[src/rtl/serial_sum_collector.sv]
// Collects the LSB-first serial sum stream and presents it as a parallel word over valid/ready.
// Build option: define SERIAL_COLLECT_PARITY_EN to register even parity over {result, carry_out}.
module serial_sum_collector #(
    parameter int WIDTH = 5,
    parameter int CNT_W = 4
) (
    input  logic             clock,
    input  logic             reset,
    input  logic             start,
    input  logic             bit_valid,
    input  logic             sum_bit,
    input  logic             carry_bit,
    output logic [WIDTH-1:0] result,
    output logic             carry_out,
    output logic             result_valid,
    input  logic             result_ready,
    output logic             busy,
    output logic             overrun,
    output logic             result_parity
);

    typedef enum logic [1:0] {
        S_IDLE  = 2'd0,
        S_SHIFT = 2'd1,
        S_DONE  = 2'd2
    } state_t;

    state_t           r_state;
    logic [WIDTH-1:0] r_shreg;
    logic [CNT_W-1:0] r_cnt;
    logic [WIDTH-1:0] r_result;
    logic             r_carry;
    logic             r_valid;
    logic             r_busy;
    logic             r_overrun;

    logic [WIDTH-1:0] w_next_word;
    logic             w_capture;

    assign w_next_word = {sum_bit, r_shreg[WIDTH-1:1]};
    // start wins over a bit presented in the same SHIFT cycle, so it blocks capture too
    assign w_capture   = (r_state == S_SHIFT) && !start && bit_valid
                         && (r_cnt == CNT_W'(WIDTH - 1));

    always_ff @(posedge clock) begin
        if (reset) begin
            r_state   <= S_IDLE;
            r_shreg   <= '0;
            r_cnt     <= '0;
            r_result  <= '0;
            r_carry   <= 1'b0;
            r_valid   <= 1'b0;
            r_busy    <= 1'b0;
            r_overrun <= 1'b0;
        end else begin
            case (r_state)
                S_IDLE: begin
                    if (start) begin
                        r_state <= S_SHIFT;
                        r_shreg <= '0;
                        r_cnt   <= '0;
                        r_busy  <= 1'b1;
                    end
                end
                S_SHIFT: begin
                    if (start) begin
                        r_shreg <= '0;
                        r_cnt   <= '0;
                    end else if (w_capture) begin
                        r_shreg  <= w_next_word;
                        r_cnt    <= '0;
                        r_result <= w_next_word;
                        r_carry  <= carry_bit;
                        r_valid  <= 1'b1;
                        r_busy   <= 1'b0;
                        r_state  <= S_DONE;
                    end else if (bit_valid) begin
                        r_shreg <= w_next_word;
                        r_cnt   <= r_cnt + 1'b1;
                    end
                end
                S_DONE: begin
                    if (bit_valid) begin
                        r_overrun <= 1'b1;
                    end
                    if (result_ready) begin
                        r_valid <= 1'b0;
                        r_state <= S_IDLE;
                    end
                end
                default: begin
                    r_state <= S_IDLE;
                    r_valid <= 1'b0;
                    r_busy  <= 1'b0;
                end
            endcase
        end
    end

`ifdef SERIAL_COLLECT_PARITY_EN
    logic r_parity;

    always_ff @(posedge clock) begin
        if (reset) begin
            r_parity <= 1'b0;
        end else if (w_capture) begin
            r_parity <= (^w_next_word) ^ carry_bit;
        end
    end

    assign result_parity = r_parity;
`else
    assign result_parity = 1'b0;
`endif

    assign result       = r_result;
    assign carry_out    = r_carry;
    assign result_valid = r_valid;
    assign busy         = r_busy;
    assign overrun      = r_overrun;

endmodule

[config.mk]
export PLATFORM = sky130hd
export DESIGN_NAME = serial_sum_collector
export DESIGN_NICKNAME = d
export VERILOG_FILES = /design/src/rtl/serial_sum_collector.sv
export SDC_FILE = /design/constraint.sdc
export NUM_CORES = 1
export LEC_CHECK = 0
export CORE_AREA = 2 2 55 44
export DETAILED_ROUTE_END_ITERATION = 10
export DIE_AREA = 0 0 57 46
export GPL_TIMING_DRIVEN = 0
export PLACE_DENSITY = 0.68
export SLEW_MARGIN = 20
export SYNTH_ARGS = -nofsm -noshare
export SYNTH_HDL_FRONTEND = slang
export SYNTH_SLANG_ARGS = --single-unit
export TNS_END_PERCENT = 100
[constraint.sdc]
create_clock -name clock -period 1.8 [get_ports clock]
set_input_delay 0.45 -clock clock [delete_from_list [all_inputs] [get_ports clock]]
set_output_delay 0.45 -clock clock [all_outputs]
set_load 0.01 [all_outputs]
==> reports/qor_table.md <==
| Quantity | Value | Unit |
|:---|:---|:---|
| Run status | finished, final reports clean | - |
| Leakage power | 0.363 | nW |
| Kind of end point of the critical path | flip-flop | - |
| Residual antenna-violating net count after detailed routing | 0 | - |
| Final cell count without fillers | 145 | - |
| Initial antenna violation count | 0 | - |
| Power, Total | 0.723 | mW |
| Power density of the placed cells | 669 | mW/mm^2 |
| Routed len/inst | 13.8 | um |
| Starting DRT DRC Count | 19 | - |
| Clock buffers created by TritonCTS | 3 | - |
| Worst-Margin Slew | 0.660 | ns |
| Post-DP HPWL | 1.37 | mm |
| Clock latency on the worst-skew pair | 0.31 | ns |
| Clock H-tree levels | 1 | - |
| Antenna cell count | 0 | - |
| Clk_skew | 0.00899 | ns |
| Worst Setup Slack, final | 0.0837 | ns |
| Per-instance average area after synthesis | 8.55 | sq um |
| Routed vias | 820 | - |
| Type of the worst setup path | in -> reg | - |
| Via density | 5.66 | - |
| Fraction of synthesis flops using an asynchronous set or reset pin | 0 | - |
| Max rail drop VDD | 0.000519 | V |
| Cell area after placement | 0.00104 | sq mm |
| Category of the worst setup path launch point | input pin | - |
| Post-CTS clock slew at the launch and capture registers of the worst setup and hold paths | 0.11 | ns |
| Maximum number of buffers from clock root to sink | 2 | - |
| Core Region | 0.00214 | sq mm |
| Cell-internal power | 0.543 | mW |
| Die width | 57 | um |
| Core Rows | 15 | - |
| Synthesis Warnings | 0 | - |
| Area of all placed cells without fillers | 0.00108 | sq mm |
| Fmax achieved | 0.583 | GHz |
| Setup repair after global routing missed its margin | false | - |
| Root buf cell | sky130_fd_sc_hd__clkbuf_4 | - |
| Tmin final | 1.72 | ns |
| Total Die Area | 0.00262 | sq mm |
| Gr ovfl total | 0 | - |
| First-pass GRT wire length | 3.18 | mm |
| Clock tree from TritonCTS | done | - |
| Vias in the first global route | 675 | - |
| Max-cap violation count | 0 | - |
| Final hold slack | 0.469 | ns |
| EDFF count, synth | 0 | - |
| Inst Count DP | 141 | - |
| DRT Wirelength | 2.01 | mm |
| Number of different library cells in the post-synthesis netlist | 27 | - |
| Post-route DRC violation count | 0 | - |
| Most common flop cell mapped by yosys | sky130_fd_sc_hd__dfxtp_1 | - |
| Pin count of the biggest net entering global routing | 11 | - |
| Share of total power in the clock network | 0.309 | - |
| WP data arrival | 1.94 | ns |
| Switching portion of total power | 0.250 | - |
| Post-Syn Nets | 110 | - |
| Placement Setup Slack | -0.423 | ns |
| Sequential fraction of the synthesis area | 0.441 | - |
| Fin crit share | 0.954 | - |
| Effective utilization at floorplan | 0.404 | - |
| Ports | 17 | - |
| Placer Congestion | 0.801 | - |
| All-Layer GR Usage | 0.164 | - |
| DR pass1 iterations | 4 | - |
| Final core occ | 0.505 | - |
| Critical Path RT | 2.02 | ns |
| Relative contribution of combinational cells to total power | 0.096 | - |
| Worst reg2reg path depth | 3 | - |
| Cell area after synthesis | 863 | sq um |
| Biggest fanout along the worst timing path | 5 | - |
| Hold WC Path Type | reg -> reg | - |
| Nets | 130 | - |
| Count of endpoints failing hold in the final timing report | 0 | - |
| Flop and latch count out of synthesis | 19 | - |
| Count of buffers from port buffering | 15 | - |
| Final setup violation count | 0 | - |
| Die boundary height | 46 | um |
| Total clock sinks | 19 | - |
| Switching power | 0.181 | mW |
| Slew Viols, Final | 0 | - |
| Synthesis-to-finish area growth | 25.2 | % |
| Share of final-layout standard cells stronger than drive strength 1 | 0.125 | - |
| Instance count along the most critical hold path | 2 | - |
| Sequential share of power | 0.595 | - |
| Total Negative Setup Slacks | 0 | ns |
| Worst max-slew margin expressed relative to the limit | 0.560 | - |
| Gate count of the mapped netlist | 101 | - |
| Setup slack, reg-to-reg | 0.11 | ns |
-- cell usage in the layout, fill, tap and decap left out --
| cell type | instances |
|---|---|
| sky130_fd_sc_hd__clkbuf_4 | 3 |
| sky130_fd_sc_hd__clkbuf_2 | 1 |
| sky130_fd_sc_hd__inv_1 | 8 |
| sky130_fd_sc_hd__a211oi_1 | 1 |
| sky130_fd_sc_hd__o21ai_0 | 14 |
| sky130_fd_sc_hd__nor2_1 | 1 |
| sky130_fd_sc_hd__o31ai_2 | 1 |
| sky130_fd_sc_hd__a21oi_1 | 16 |
| sky130_fd_sc_hd__nand2_1 | 2 |
| sky130_fd_sc_hd__or3_1 | 1 |
| sky130_fd_sc_hd__or3b_4 | 1 |
| sky130_fd_sc_hd__nand4b_1 | 6 |
| sky130_fd_sc_hd__buf_2 | 2 |
| sky130_fd_sc_hd__dfxtp_2 | 1 |
| sky130_fd_sc_hd__conb_1 | 1 |
| sky130_fd_sc_hd__nor2b_1 | 2 |
| sky130_fd_sc_hd__clkbuf_1 | 3 |
| sky130_fd_sc_hd__ha_1 | 2 |
| sky130_fd_sc_hd__clkdlybuf4s50_1 | 14 |
| sky130_fd_sc_hd__a311oi_1 | 1 |
| sky130_fd_sc_hd__dfxtp_4 | 1 |
| sky130_fd_sc_hd__nand3_1 | 9 |
| sky130_fd_sc_hd__buf_4 | 2 |
| sky130_fd_sc_hd__or4_4 | 1 |
| sky130_fd_sc_hd__nor3_1 | 1 |
| sky130_fd_sc_hd__and4b_2 | 1 |
| sky130_fd_sc_hd__o32ai_1 | 2 |
| sky130_fd_sc_hd__dfxtp_1 | 17 |
| sky130_fd_sc_hd__a31oi_1 | 1 |
| sky130_fd_sc_hd__o211ai_1 | 1 |
| sky130_fd_sc_hd__a21o_2 | 1 |
| sky130_fd_sc_hd__dlygate4sd2_1 | 1 |
| sky130_fd_sc_hd__nor3b_1 | 1 |
-- power by group through the flow --
stage                     clock [mW]  sequential (mW)  combinational, mW
after detailed placement           0            0.441             0.0686
after global placement             0            0.440             0.0678
final                          0.223            0.430             0.0697
after CTS                      0.227            0.431             0.0686
after global routing           0.249            0.432             0.0762
after floorplan                    0            0.440             0.0372
-- path summary, 6_finish.rpt --
check | start | to
max | bit_valid | r_cnt[0]$_SDFFE_PP0P_
min | result_valid$_SDFFE_PP0P_ | result_valid$_SDFFE_PP0P_
max reg2reg | r_state[0]$_SDFFE_PP0P_ | r_cnt[0]$_SDFFE_PP0P_
min reg2reg | result_valid$_SDFFE_PP0P_ | result_valid$_SDFFE_PP0P_
-- worst max-delay path: stages --
cell and delay, ns:
sky130_fd_sc_hd__clkdlybuf4s50_1 0.48, sky130_fd_sc_hd__and4b_2 0.27, sky130_fd_sc_hd__or4_4 0.55, sky130_fd_sc_hd__o31ai_2 0.18
-- per-layer routing --
layer  track usage  vias up  routed length [um]
met3        0.0710        2                 134
met1         0.222      383                 957
li1              -      409                   -
met2         0.244       26                 904
met5             0        -                   0
met4        0.0326        0                  10
-- sequential cells by signal (all words and copies together) (netlist names) --
register / count
r_shreg: 4
result_valid: 1
result: 5
carry_out: 1
r_state: 2
r_cnt: 4
busy: 1
overrun: 1
-- kinds of logic after synthesis --
| kind of cell | synth area share |
|---|---|
| other cells | 0.00434 |
| flops | 0.441 |
| simple gates | 0.200 |
| compound gates | 0.254 |
| buf+inv | 0.0725 |
| fa+ha+maj | 0.0290 |
-- cell type report --
class	instances	area, sq um
timing repair buffer	16	156
buffer	6	30.0
multi-input combinational	67	422
inverter	8	30.0
clock buffer	4	26.3
tap	25	31.3
fill	219	1060
sequential	19	385
-- what timing repair did --
action                     in CTS  in global routing
pin swaps                       0                  1
buffers inserted                0                  1
setup endpoints to repair       7                  4
hold buffers                    0                  0
gates resized for setup         2                  5
-- Yosys cell counts, types with 2 or more instances --
| cell | count | share of area |
|---|---|---|
| sky130_fd_sc_hd__a21oi_1 | 16 | 0.093 |
| sky130_fd_sc_hd__nor2b_1 | 2 | 0.014 |
| sky130_fd_sc_hd__nand3_1 | 9 | 0.052 |
| sky130_fd_sc_hd__nand2_1 | 2 | 0.0087 |
| sky130_fd_sc_hd__ha_1 | 2 | 0.029 |
| sky130_fd_sc_hd__o32ai_1 | 2 | 0.020 |
| sky130_fd_sc_hd__clkbuf_1 | 4 | 0.017 |
| sky130_fd_sc_hd__dfxtp_1 | 19 | 0.44 |
| sky130_fd_sc_hd__buf_2 | 2 | 0.012 |
| sky130_fd_sc_hd__o21ai_0 | 14 | 0.081 |
| sky130_fd_sc_hd__nand4b_1 | 6 | 0.061 |
| sky130_fd_sc_hd__inv_1 | 8 | 0.035 |
Note: power is estimated with default switching activity, not from simulation.
==> RTL change 1 (same settings) <==
Add a define of `SERIAL_COLLECT_PARITY_EN`.
--- a/src/rtl/serial_sum_collector.sv
+++ b/src/rtl/serial_sum_collector.sv
@@ -2,2 +2,4 @@
 // Build option: define SERIAL_COLLECT_PARITY_EN to register even parity over {result, carry_out}.
+`define SERIAL_COLLECT_PARITY_EN
+
 module serial_sum_collector #(
Check against the original RTL: not equivalent (Yosys sat finds a counterexample within 10 cycles, from zero or initial values and one cycle with reset high).
==> RTL change 1 against the unedited design <==
- non-clock buffer count decreased by 3
- sequential power is 5.3% higher
- worst setup slack gained 23 ps
- first-iteration DRC count fell by 16%
- sequential cell count is 1 higher
- design area increased by 5.8%
- core utilization grew 2.9 points
- area after synthesis grew 4.3%
- total power up 26%
- die area unchanged
- synthesized cell count is 5.0% higher
- largest power group unchanged
- routed wire length decreased by 7.2%
- critical path type is now register to output port
==> RTL change 1: results (changes against the unedited design) <==
status - finished, final reports clean
FILL cells - 215 (-1.8%)
Min Hold Slack - 462.5 ps (-6.913 ps)
Seq/Total Area, Yosys - 44.44% (+0.39 points)
commonest cells in the netlist - dfxtp_1 (20), nand2_1 (20), a21oi_1 (17), nand3_1 (9), xnor2_1 (5)
Async SR Flop Fraction - 0% (unchanged)
unique cell type count in the Yosys netlist - 26 (-3.7%)
total global-route track usage - 16.27% (-0.093 points)
worst slew pin tran - 525.4 ps (-135.0 ps)
flip-flop count of the largest register after layout - 5 (unchanged)
share of the synthesized area in the top cell type - 44.44% (+0.39 points)
P_leak - 0.3895 nW (+7.3%)
main flop type after synthesis - dfxtp_1
non-filler cells, final - 150 (+3.4%)
fin area - 0.001144 mm² (+5.8%)
yosys warns - 0 (unchanged)
clk_lat worst skew - 320 ps
IO Port Bufs - 15 (unchanged)
Gate Count Post-Synth - 106 (+5.0%)
synth top area cells - dfxtp_1 (44%), a21oi_1 (9.4%), nand2_1 (8.3%)
vias in the first global route - 702 (+4.0%)
clk root buf - clkbuf_4
Pre-antenna DRT Iters - 4 (unchanged)
first-pass GRT wire length - 3160 µm (-0.63%)
Min-Delay Path Class - register to register
Data arrival, critical path - 1240 ps (-700 ps)
clock buffer count from CTS - 3 (unchanged)
layout cells sized above 1 - 10.40% (-2.1 points)
largest net degree at the start of global routing - 13 (+2)
H-tree levels - 1 (unchanged)
Synth Net Count - 115 (+4.5%)
routed via count - 783 (-4.5%)
Setup Buffers After CTS - 0 (unchanged)
routability-driven placement congestion ratio - 0.8000 (-0.14%)
1st-iter DRT viols - 16 (-3)
Final nets - 135 (+3.8%)
Reg2Reg Setup Slack - 340 ps (+230 ps)
CP peak stage delay - 550 ps (about the same)
Clock Path Buffers - 2 (unchanged)
post-DP HPWL - 1323 µm (-3.1%)
initial antenna violation count - 0 (unchanged)
post-DR wirelength/cell - 12.40 µm (-10%)
Worst IR Drop VDD - 0.5981 mV (+15%)
crit-path leading delay family - buffers and inverters
CP Max Fanout - 3 (-2)
Worst-path clk slew - 130 ps (+20 ps)
Crit-path slowest cell - clkdlybuf4s50_1
clk_skew - 15.54 ps (+6.551 ps)
n_diodes - 0 (unchanged)
post-cts sizing count - 0 (-2)
-- RTL change 1: cell types whose count changed after synthesis, sizes merged, moves of 2 or more --
cell,before,now
nor3,1,3
nor2,1,7
nand2,2,20
nand4b,6,2
o32ai,2,0
o21ai,14,3
xnor2,0,5
buf,3,1
inv,8,3
-- RTL change 1: per-layer routing --
layer  GRT usage [%]  share of wire, %
met1           20.42                50
met2           25.52                43
met3           6.818               5.5
met4           5.581               1.6
met5               0                 0
-- RTL change 1: stage by stage --
| stage | TNS (ps) | total power [mW] | setup slack (ps) |
|---|---|---|---|
| finish | 0 | 0.9083 | 106.8 |
| global route | 0 | 0.9337 | 22.26 |
| CTS | 0 | 0.9056 | 14.34 |
| detailed placement | -3152 | 0.5316 | -319.4 |
| global placement | -2555 | 0.5302 | -296.1 |
| floorplan | 0 | 0.5023 | 487.8 |
-- RTL change 1: final timing paths --
path	start	end	depth (start not counted)
setup reg to reg	r_state[1]	result[3]	5
hold reg to reg	carry_out	carry_out	2
setup / recovery	busy	busy	1
hold / removal	carry_out	carry_out	2
-- RTL change 1: power breakdown --
group          switching (mW)  internal [mW]
sequential            0.00509          0.448
combinational          0.0391         0.0322
clock                   0.159          0.225
total                   0.203          0.705
-- RTL change 1: layout make-up --
class / count / area share [%]
multi-input cells: 79 / 41.58
flip-flops and latches: 20 / 35.01
repair buffers: 15 / 13.13
well taps: 25 / 2.735
clock inverters: 1 / 2.626
clock buffers: 3 / 1.969
plain buffers: 4 / 1.969
inverters: 3 / 0.9847
-- RTL change 1: cells by family (layout without fill, tap and decap cells) --
logic type	Yosys count	count (layout)	synth area share [%]
simple gates	48	48	29.44
compound gates	24	24	14.72
flops	20	20	44.44
buf+inv	7	26	3.750
xor+xnor	5	5	4.861
fa+ha+maj	2	2	2.777
==> RTL change 2 (config.mk and constraints unchanged) <==
Made on the original files. Encoding of `state_t`: now one-hot (3 bits for 3 states).
--- a/src/rtl/serial_sum_collector.sv
+++ b/src/rtl/serial_sum_collector.sv
@@ -21,6 +21,6 @@
 
-    typedef enum logic [1:0] {
-        S_IDLE  = 2'd0,
-        S_SHIFT = 2'd1,
-        S_DONE  = 2'd2
+    typedef enum logic [2:0] {
+        S_IDLE  = 3'b001,
+        S_SHIFT = 3'b010,
+        S_DONE  = 3'b100
     } state_t;
Formal check against the unedited RTL: same outputs for any inputs over 10 cycles, from zero or initial values and one cycle with reset high; not proved beyond that.
==> RTL change 2 against the unedited design <==
- highest routed layer unchanged
- routed wire length increased by 17%
- sequential power increased by 7.0%
- fmax increased by 3.2%
- design area increased by 20%
- worst setup slack improved by 53 ps
- total power increased by 17%
- critical path depth decreased by 3
- largest cell class unchanged
- sequential cell count increased by 1
- critical path type is now register to output port
- area after synthesis increased by 22%
==> RTL change 2: results (changes against the unedited design) <==
status - finished, final reports clean
met3 usage - 6.534% (-0.57 points)
mux contribution to synthesized area - 5.680% (+5.7 points)
Data arrival, critical path - 1210 ps (-730 ps)
XOR/XNOR share of the synthesized area - 1.657% (+1.7 points)
commonest cells in the netlist - dfxtp_1 (20), a21oi_1 (12), nor2_1 (11), o21ai_0 (11), nand4b_1 (7)
Avg Inst Size Synth - 9.114 µm² (+6.6%)
Worst IR Drop VDD - 0.5154 mV (-0.60%)
unique cell type count in the Yosys netlist - 37 (+37%)
Crit-path slowest cell - clkdlybuf4s50_1
DP Area - 0.001219 mm² (+17%)
Detailed Route WL - 2344 µm (+17%)
Seq/Total Area, Yosys - 37.87% (-6.2 points)
CP Max Fanout - 3 (-2)
M1 GR Usage - 27.68% (+5.5 points)
grt met2 use - 31.49% (+7.1 points)
Slew headroom - 59.20% (+3.2 points)
P_leak - 0.4527 nW (+25%)
# placed instances - 154 (+9.2%)
post-DP HPWL - 1655 µm (+21%)
adder-cell share of the synthesized area - 2.367% (-0.53 points)
routability-driven placement congestion ratio - 0.7482 (-6.6%)
post-DR wirelength/cell - 14.47 µm (+4.6%)
total global-route track usage - 19.83% (+3.5 points)
layout cells sized above 1 - 15.33% (+2.8 points)
largest net degree at the start of global routing - 12 (+1)
==> RTL change 2: cell count changes after synthesis, sizes merged, moves of 3 or more <==
cell    unedited run  this run
mux2i              0         6
nand3              9         0
nand2b             0         3
a21oi             16        12
inv                8         4
nor2               1        11
buf                3         7
==> RTL change 2: power by group through the flow <==
stage,combinational (mW),sequential [mW],clock [mW]
5_1_grt,0.137,0.462,0.290
3_5_place_dp,0.122,0.470,0
4_1_cts,0.122,0.460,0.272
2_1_floorplan,0.0870,0.469,0
6_report,0.122,0.460,0.264
3_3_place_gp,0.118,0.469,0
==> RTL change 2: final timing paths <==
kind / start / to / slack [ps] / cells past startpoint
setup / recovery: busy / busy / 140 / 1
hold / removal: start / busy / 480 / 3
setup reg to reg: r_state[0] / r_cnt[3] / 140 / 4
hold reg to reg: r_shreg[1] / r_shreg[1] / 500 / 2
==> RTL change 2: cells by family after synthesis <==
logic type	count (synthesis)
xor gates and xnor gates	2
buffers and inverters	14
muxes	6
other	1
DFF	20
and+or+nand+nor	39
AOI/OAI and AO/OA	32
adders and majority gates	2
==> RTL change 2: area by class of cell <==
type	count	area, µm²
fillers	199	842.1
repair buffers	17	166.4
inverters	4	15.01
multi-input cells	82	571.8
plain buffers	10	73.82
flip-flops and latches	20	402.9
clock buffers	4	36.28
well taps	25	31.28
==> RTL change 2: timing repair <==
action / 4_1_cts / 5_1_grt
hold buffers: 0 / 0
gates resized for setup: 1 / 4
setup buffers: 3 / 1
endpoints found under the hold margin: 0 / 0
cloned: 0 / 0
setup endpoints to repair: 6 / 9
pin swaps: 2 / 3
==> RTL change 2: stage by stage <==
step                util, %  total power, mW
floorplan                 -           0.5556
global placement      56.96           0.5874
detailed placement    56.96           0.5918
CTS                   59.77           0.8534
global route          60.64           0.8896
finish                60.64           0.8458
==> RTL change 2: per-layer routing <==
layer | up-vias | wire length, µm
met1 | 442 | 1220
met4 | 0 | 8
met5 | - | 0
li1 | 463 | -
met2 | 15 | 1024
met3 | 2 | 91
==> RTL change 2: worst min-delay path, delay by kind of cell <==
kind,cells,cell delay [ps]
and+or+nand+nor,1,60
AOI/OAI and AO/OA,1,110
buffers and inverters,1,120
